`src/rtl/wave_renderer_pkg.sv`:
```
`default_nettype none
// ----------------------------------------------------------------------------
// wave_renderer_pkg -- FSM state type and pixel colour codes for wave_renderer
// Revision: 1.0
// ----------------------------------------------------------------------------
package wave_renderer_pkg;

  typedef enum logic [2:0] {
    IDLE    = 3'd0,
    RD_KEY  = 3'd1,
    RD_SAMP = 3'd2,
    CALC    = 3'd3,
    DRAW    = 3'd4,
    DONE    = 3'd5
  } state_t;

  localparam logic [2:0] COL_BLACK = 3'b000;
  localparam logic [2:0] COL_KEY   = 3'b010;
  localparam logic [2:0] COL_TRACE = 3'b110;
  localparam logic [2:0] COL_AXIS  = 3'b001;

  // Zero-level row of the waveform: middle of the region below the key bar.
  function automatic int center_row(input int key_bar_h, input int v_res);
    return key_bar_h + (v_res - key_bar_h) / 2;
  endfunction

endpackage
`default_nettype wire

```
`src/rtl/wave_renderer_if.sv`:
```
`default_nettype none
// ----------------------------------------------------------------------------
// wave_renderer_if -- control, RAM-read and pixel-plot signals of wave_renderer
// Revision: 1.0
// ----------------------------------------------------------------------------
interface wave_renderer_if #(
  parameter int X_W     = 8,
  parameter int Y_W     = 7,
  parameter int COLOR_W = 3,
  parameter int ADDR_W  = 8,
  parameter int DATA_W  = 32
);
  logic               start;
  logic               busy;
  logic               done;
  logic [ADDR_W-1:0]  ram_raddr;
  logic [DATA_W-1:0]  ram_dout;
  logic               plot;
  logic               plot_ready;
  logic [X_W-1:0]     x;
  logic [Y_W-1:0]     y;
  logic [COLOR_W-1:0] color;

  modport master (
    input  start, ram_dout, plot_ready,
    output busy, done, ram_raddr, plot, x, y, color
  );

  modport slave (
    output start, ram_dout, plot_ready,
    input  busy, done, ram_raddr, plot, x, y, color
  );
endinterface
`default_nettype wire

```
`src/rtl/wave_row_mapper.sv`:
```
`default_nettype none
// ----------------------------------------------------------------------------
// wave_row_mapper -- scales a signed sample and maps it to a clamped screen row
// Revision: 1.0
// ----------------------------------------------------------------------------
module wave_row_mapper
  import wave_renderer_pkg::*;
#(
  parameter int DATA_W      = 32,
  parameter int Y_W         = 7,
  parameter int SCALE_SHIFT = 26,
  parameter int KEY_BAR_H   = 16,
  parameter int V_RES       = 120
) (
  input  logic signed [DATA_W-1:0] sample,
  output logic        [Y_W-1:0]    wave_row
);

  localparam int CENTER = center_row(KEY_BAR_H, V_RES);
  localparam logic signed [DATA_W:0] c_center  = $signed((DATA_W+1)'(CENTER));
  localparam logic signed [DATA_W:0] c_row_min = $signed((DATA_W+1)'(KEY_BAR_H));
  localparam logic signed [DATA_W:0] c_row_max = $signed((DATA_W+1)'(V_RES - 1));

  logic signed [DATA_W-1:0] w_shifted;
  logic signed [DATA_W:0]   w_diff;

  // One extra bit keeps CENTER minus the most negative sample from wrapping.
  always_comb begin
    w_shifted = sample >>> SCALE_SHIFT;
    w_diff    = c_center - $signed({w_shifted[DATA_W-1], w_shifted});
    if (w_diff < c_row_min) begin
      wave_row = Y_W'(KEY_BAR_H);
    end else if (w_diff > c_row_max) begin
      wave_row = Y_W'(V_RES - 1);
    end else begin
      wave_row = Y_W'(w_diff);
    end
  end

endmodule
`default_nettype wire

```
`src/rtl/wave_renderer.sv`:
```
`default_nettype none
// ----------------------------------------------------------------------------
// wave_renderer -- column-by-column frame renderer: key bar plus sample trace.
// Optional macro WAVE_FILL_EN: fill between centre line and trace row.
// Revision: 1.0
// ----------------------------------------------------------------------------
module wave_renderer
  import wave_renderer_pkg::*;
#(
  parameter int H_RES       = 160,
  parameter int V_RES       = 120,
  parameter int X_W         = 8,
  parameter int Y_W         = 7,
  parameter int COLOR_W     = 3,
  parameter int ADDR_W      = 8,
  parameter int DATA_W      = 32,
  parameter int NUM_KEYS    = 13,
  parameter int KEY_BASE    = 4,
  parameter int HIST_BASE   = 51,
  parameter int KEY_BAR_H   = 16,
  parameter int SCALE_SHIFT = 26
) (
  input  logic            clk,
  input  logic            reset,
  wave_renderer_if.master bus
);

  localparam int KEY_W  = H_RES / NUM_KEYS;
  localparam int CENTER = center_row(KEY_BAR_H, V_RES);

  state_t                   r_state;
  state_t                   w_next;
  logic [X_W-1:0]           r_x;
  logic [Y_W-1:0]           r_y;
  logic [X_W-1:0]           r_key_col;
  logic [X_W-1:0]           r_key_idx;
  logic                     r_key_on;
  logic signed [DATA_W-1:0] r_sample;
  logic [Y_W-1:0]           w_wave_row;
  logic [ADDR_W-1:0]        w_raddr;
  logic [COLOR_W-1:0]       w_color;
  logic                     w_accept;
  logic                     w_last_row;
  logic                     w_last_col;
  logic                     w_trace;

  assign w_accept   = (r_state == DRAW) && bus.plot_ready;
  assign w_last_row = (r_y == Y_W'(V_RES - 1));
  assign w_last_col = (r_x == X_W'(H_RES - 1));

  wave_row_mapper #(
    .DATA_W      (DATA_W),
    .Y_W         (Y_W),
    .SCALE_SHIFT (SCALE_SHIFT),
    .KEY_BAR_H   (KEY_BAR_H),
    .V_RES       (V_RES)
  ) u_mapper (
    .sample   (r_sample),
    .wave_row (w_wave_row)
  );

  always_ff @(posedge clk or posedge reset) begin
    if (reset) begin
      r_state <= IDLE;
    end else begin
      r_state <= w_next;
    end
  end

  always_comb begin
    w_next  = r_state;
    w_raddr = '0;
    case (r_state)
      IDLE:    if (bus.start) w_next = RD_KEY;
      RD_KEY: begin
        w_raddr = ADDR_W'(KEY_BASE) + ADDR_W'(r_key_idx);
        w_next  = RD_SAMP;
      end
      RD_SAMP: begin
        w_raddr = ADDR_W'(HIST_BASE) + ADDR_W'(r_x);
        w_next  = CALC;
      end
      CALC:    w_next = DRAW;
      DRAW:    if (w_accept && w_last_row) w_next = w_last_col ? DONE : RD_KEY;
      DONE:    w_next = IDLE;
      default: w_next = IDLE;
    endcase
  end

  // key_col/key_idx track x / KEY_W incrementally so no divider is needed.
  always_ff @(posedge clk or posedge reset) begin
    if (reset) begin
      r_x       <= '0;
      r_y       <= '0;
      r_key_col <= '0;
      r_key_idx <= '0;
      r_key_on  <= 1'b0;
      r_sample  <= '0;
    end else begin
      case (r_state)
        IDLE: begin
          if (bus.start) begin
            r_x       <= '0;
            r_key_col <= '0;
            r_key_idx <= '0;
          end
        end
        RD_SAMP: r_key_on <= (r_key_idx < X_W'(NUM_KEYS)) && (bus.ram_dout != '0);
        CALC: begin
          r_sample <= bus.ram_dout;
          r_y      <= '0;
        end
        DRAW: begin
          if (w_accept) begin
            if (!w_last_row) begin
              r_y <= r_y + 1'b1;
            end else if (!w_last_col) begin
              r_x <= r_x + 1'b1;
              if (r_key_col == X_W'(KEY_W - 1)) begin
                r_key_col <= '0;
                r_key_idx <= r_key_idx + 1'b1;
              end else begin
                r_key_col <= r_key_col + 1'b1;
              end
            end
          end
        end
        default: ;
      endcase
    end
  end

  always_comb begin
`ifdef WAVE_FILL_EN
    if (w_wave_row <= Y_W'(CENTER)) begin
      w_trace = (r_y >= w_wave_row) && (r_y <= Y_W'(CENTER));
    end else begin
      w_trace = (r_y >= Y_W'(CENTER)) && (r_y <= w_wave_row);
    end
`else
    w_trace = (r_y == w_wave_row);
`endif
    w_color = COLOR_W'(COL_BLACK);
    if (r_state == DRAW) begin
      if (r_y < Y_W'(KEY_BAR_H)) begin
        w_color = r_key_on ? COLOR_W'(COL_KEY) : COLOR_W'(COL_BLACK);
      end else if (w_trace) begin
        w_color = COLOR_W'(COL_TRACE);
      end else if (r_y == Y_W'(CENTER)) begin
        w_color = COLOR_W'(COL_AXIS);
      end
    end
  end

  assign bus.busy      = (r_state != IDLE);
  assign bus.done      = (r_state == DONE);
  assign bus.plot      = (r_state == DRAW);
  assign bus.ram_raddr = w_raddr;
  assign bus.x         = r_x;
  assign bus.y         = r_y;
  assign bus.color     = w_color;

endmodule
`default_nettype wire

```
`src/flat_wrapper.sv`:
```
// flat-port wrapper written by rule: the top's interface ports become plain ports
module wave_renderer_flat import wave_renderer_pkg::*;
#(
  parameter int H_RES       = 160,
  parameter int V_RES       = 120,
  parameter int X_W         = 8,
  parameter int Y_W         = 7,
  parameter int COLOR_W     = 3,
  parameter int ADDR_W      = 8,
  parameter int DATA_W      = 32,
  parameter int NUM_KEYS    = 13,
  parameter int KEY_BASE    = 4,
  parameter int HIST_BASE   = 51,
  parameter int KEY_BAR_H   = 16,
  parameter int SCALE_SHIFT = 26
)
  (clk, reset, bus_start, bus_ram_dout, bus_plot_ready, bus_busy, bus_done, bus_ram_raddr, bus_plot, bus_x, bus_y, bus_color);
  wave_renderer_if #(.X_W(X_W), .Y_W(Y_W), .COLOR_W(COLOR_W), .ADDR_W(ADDR_W), .DATA_W(DATA_W)) bus_i ();
  input  logic clk;
  input  logic reset;
  input wire logic [$bits(bus_i.start)-1:0] bus_start;
  input wire logic [$bits(bus_i.ram_dout)-1:0] bus_ram_dout;
  input wire logic [$bits(bus_i.plot_ready)-1:0] bus_plot_ready;
  output wire logic [$bits(bus_i.busy)-1:0] bus_busy;
  output wire logic [$bits(bus_i.done)-1:0] bus_done;
  output wire logic [$bits(bus_i.ram_raddr)-1:0] bus_ram_raddr;
  output wire logic [$bits(bus_i.plot)-1:0] bus_plot;
  output wire logic [$bits(bus_i.x)-1:0] bus_x;
  output wire logic [$bits(bus_i.y)-1:0] bus_y;
  output wire logic [$bits(bus_i.color)-1:0] bus_color;
  assign bus_i.start = bus_start;
  assign bus_i.ram_dout = bus_ram_dout;
  assign bus_i.plot_ready = bus_plot_ready;
  assign bus_busy = bus_i.busy;
  assign bus_done = bus_i.done;
  assign bus_ram_raddr = bus_i.ram_raddr;
  assign bus_plot = bus_i.plot;
  assign bus_x = bus_i.x;
  assign bus_y = bus_i.y;
  assign bus_color = bus_i.color;
  wave_renderer #(.H_RES(H_RES), .V_RES(V_RES), .X_W(X_W), .Y_W(Y_W), .COLOR_W(COLOR_W), .ADDR_W(ADDR_W), .DATA_W(DATA_W), .NUM_KEYS(NUM_KEYS), .KEY_BASE(KEY_BASE), .HIST_BASE(HIST_BASE), .KEY_BAR_H(KEY_BAR_H), .SCALE_SHIFT(SCALE_SHIFT)) u_core (.clk(clk), .reset(reset), .bus(bus_i));
endmodule
```
`config.mk`:
```
export PLATFORM = sky130hd
export DESIGN_NAME = wave_renderer_flat
export DESIGN_NICKNAME = d
export VERILOG_FILES = /design/src/rtl/wave_renderer_pkg.sv /design/src/rtl/wave_renderer_if.sv /design/src/rtl/wave_row_mapper.sv /design/src/rtl/wave_renderer.sv /design/src/flat_wrapper.sv
export SDC_FILE = /design/constraint.sdc
export NUM_CORES = 1
export LEC_CHECK = 0
export ABC_AREA = 0
export CAP_MARGIN = 20
export CELL_PAD_IN_SITES_DETAIL_PLACEMENT = 0
export CELL_PAD_IN_SITES_GLOBAL_PLACEMENT = 1
export CORE_MARGIN = 5
export CORE_UTILIZATION = 40
export CTS_BUF_LIST = sky130_fd_sc_hd__clkbuf_16
export DETAILED_ROUTE_END_ITERATION = 7
export PLACE_DENSITY_LB_ADDON = 0.1
export SYNTH_ARGS = -nofsm -noshare
export SYNTH_HDL_FRONTEND = slang
export SYNTH_SLANG_ARGS = --single-unit
```
`constraint.sdc`:
```
create_clock -name clk -period 3.24 [get_ports clk]
set_input_delay 0.648 -clock clk [delete_from_list [all_inputs] [get_ports clk]]
set_output_delay 0.648 -clock clk [all_outputs]
set_load 0.03 [all_outputs]
```
==> impl_metrics.toml <==
[grt]
overflow = 0
grt.total_usage = 0.182
grt_pass1_wl_um = 12700
grt_pass1_vias = 2591
antenna_found_initial = 0
grt_max_degree = 42

[sta]
fin_worst_skew_ns = 0.00682
finalMaxSlewViolations = 0
slew_headroom = 0.373
finalCritPeriodShare = 0.945
final.setup.tns_ns = 0
finalHoldViolations = 0
worst_pin_slew_ns = 0.937
layout_min_cycle_time_ns = 3.06
rsz0062_at_grt = "false"
fmax_mhz = 327
setup_viol = 0

[yosys]
syn_nets = 377
async_flop_share = 1.00
synth.distinct_cells = 53
avgSynthCellArea_um2 = 8.33
synth_enable_flop_cells = 0
synthXorXnorAreaFrac = 0.0602
muxShareOfSynthArea = 0.00724
yosys_warnings = 0
synth-simple-area-share = 0.293
synthFlopType = "dfrtp_1"
synthAdderAreaFrac = 0.0407
syn-cell-area_um2 = 2770
synth_compound_area_frac = 0.182
seq_area_frac_synth = 0.371
synth_top_family_by_area = "simple AND/OR/NAND/NOR gates"
syn_inst = 332
synth-seq-cells = 41

[drt]
wl_per_cell_um = 15.9
drcViolationCount = 0
vias = 2655
detail-route-antenna-nets = 0
drtIter0Drc = 116
viasPerCell = 5.57
drt-total-wl_um = 7580
dr.pass1.iters = 4

[worst_setup_path]
critPathRequiredTime_ns = 2.59
crit_arrival_ns = 2.41
worstPathMaxFanout = 8
endpoint = "bus_ram_raddr[6]"
rr_worst_depth = 6
r2r-start = "u_core.bus.y[1]"
critPathLaunch = "u_core.bus.x[0]"
r2r_slack_ns = 0.85
path_class = "register to output port"
timing.rr.end = "u_core.bus.x[3]"
cp-end-kind = "output port"
worstSetupStartpointType = "register"

[clock_tree]
clock_latency_ns = 0.29
path_clk_slew_ns = 0.06
holdBufCountCts = 0
postCtsSetupBuffers = 0
clockBufferDepth = 2
cts_tree = "yes"
root_buffer = "clkbuf_16"
cts_buffers = 5
htreeDepth = 2
cts_sinks = 41

[outcome]
status = "complete, no violations"

[finish]
fin_nets = 441
final_cells = 477
drive_gt1_frac = 0.0756
multi_input_area_um2 = 1620
antenna_cells = 0
nFillCells = 627
layout_common_cells = "61 x clkdlybuf4s50_1, 41 x dfrtp_1, 36 x nand2_1"
fin_util = 0.548
synthToLayoutAreaGrowth_pct = 33.9
seqCellArea_um2 = 1030
final_common_cell = "clkdlybuf4s50_1"

[floorplan]
placementRows = 30
ios = 65
core_um2 = 6760
die_h_um = 93.1
die_width_um = 93.1
dieArea_um2 = 8680
start_util = 0.409

[placed_design]
place.gp.congestion = 0.849
place_inst = 469
dp_hpwl_um = 5620
numPortBuffers = 64

[hold_path]
worstHoldStart = "u_core.r_key_col[7]"
worstHoldPathType = "register to register"

[pwr]
vdd_drop_max_mv = 0.274
p_seq_frac = 0.315
p_sw_w = 0.000957
p_clk_frac = 0.261
p_comb_frac = 0.424
p_int_w = 0.00151
swShare = 0.388
leakage_nw = 1.52
cellPowerDensity_nw_per_um2 = 666

[flow_run]
maxCapViolCount = 0
-- routing by layer --
layer,global-route usage,vias up,wire [um]
met3,0.0467,6,475
met5,0,-,0
li1,-,1323,-
met1,0.237,1256,3510
met2,0.299,70,3520
met4,0.0501,0,80
-- synthesized netlist by cell type (all sizes together) (9+ instances only) --
cell type	n	area (um^2)
ha	9	113
dfrtp	41	1030
o21ai	34	174
nand2	36	135
nor4	11	83.8
a21oi	14	70.1
clkbuf	10	37.5
xnor2	11	96.3
or3	14	87.6
nor2	26	97.6
inv	15	56.3
nand3	20	100
-- critical path, stage by stage, from the launching register on --
cell and delay (ns):
dfrtp_1 0.47, inv_1 0.12, ha_1 0.26, o21ai_0 0.21
xor2_1 0.17, a22oi_1 0.11, nor2_1 0.11, clkdlybuf4s50_1 0.68
-- power groups by stage --
stage,sequential (W),clock [W],combinational (W)
after floorplan,0.000748,0,0.000710
after global placement,0.000782,0,0.00104
after detailed placement,0.000783,0,0.00105
after CTS,0.000775,0.000659,0.00106
after global routing,0.000797,0.000680,0.00115
final,0.000776,0.000644,0.00104
-- stage by stage --
step | area [um^2] | setup slack, ns | hold WS (ns) | total power [W]
after detailed placement | 3510 | 0.331 | 0.481 | 0.00183
final | 3700 | 0.180 | 0.492 | 0.00246
after floorplan | 2770 | 0.745 | 0.448 | 0.00146
after CTS | 3700 | 0.0106 | 0.496 | 0.00249
after global routing | 3700 | 0.0000109 | 0.543 | 0.00262
after global placement | 3510 | 0.380 | 0.482 | 0.00182
-- registers in the layout, indices dropped and copies added, names as in the netlist --
register	cells
u_core.r_sample	6
u_core.r_state	3
u_core.r_key_idx	8
u_core.bus.y	7
u_core.r_key_on	1
u_core.bus.x	8
u_core.r_key_col	8
-- cell type report --
class                   instances  area share
multi-input cells             260       0.437
flip-flops and latches         41       0.277
repair buffers                 72       0.190
clock buffers                   5      0.0338
well taps                      80      0.0270
clock inverters                 3      0.0176
inverters                      16      0.0176
-- how the worst min path moves through the flow --
stage | end | slack [ns] | cells past startpoint
after detailed placement | u_core.r_key_col[7] | 0.48 | 1
after global routing | u_core.r_key_col[7] | 0.54 | 1
after floorplan | u_core.r_key_col[7] | 0.45 | 1
after CTS | u_core.r_key_col[7] | 0.50 | 1
after global placement | u_core.r_key_col[7] | 0.48 | 1
final | u_core.r_key_col[7] | 0.49 | 1
-- logic make-up after synthesis --
logic type,Yosys count
XOR/XNOR,19
multiplexers,2
flip-flops,41
AND/OR/NAND/NOR,151
buffers and inverters,31
adder cells (fa/ha/maj),9
AO/OA/AOI/OAI,79
-- what timing repair did --
action / CTS / global route
hold endpoints to repair: 0 / 0
endpoints found under the setup margin: 0 / 2
resized for setup: 0 / 2
Power figures use the tool's default switching activity.
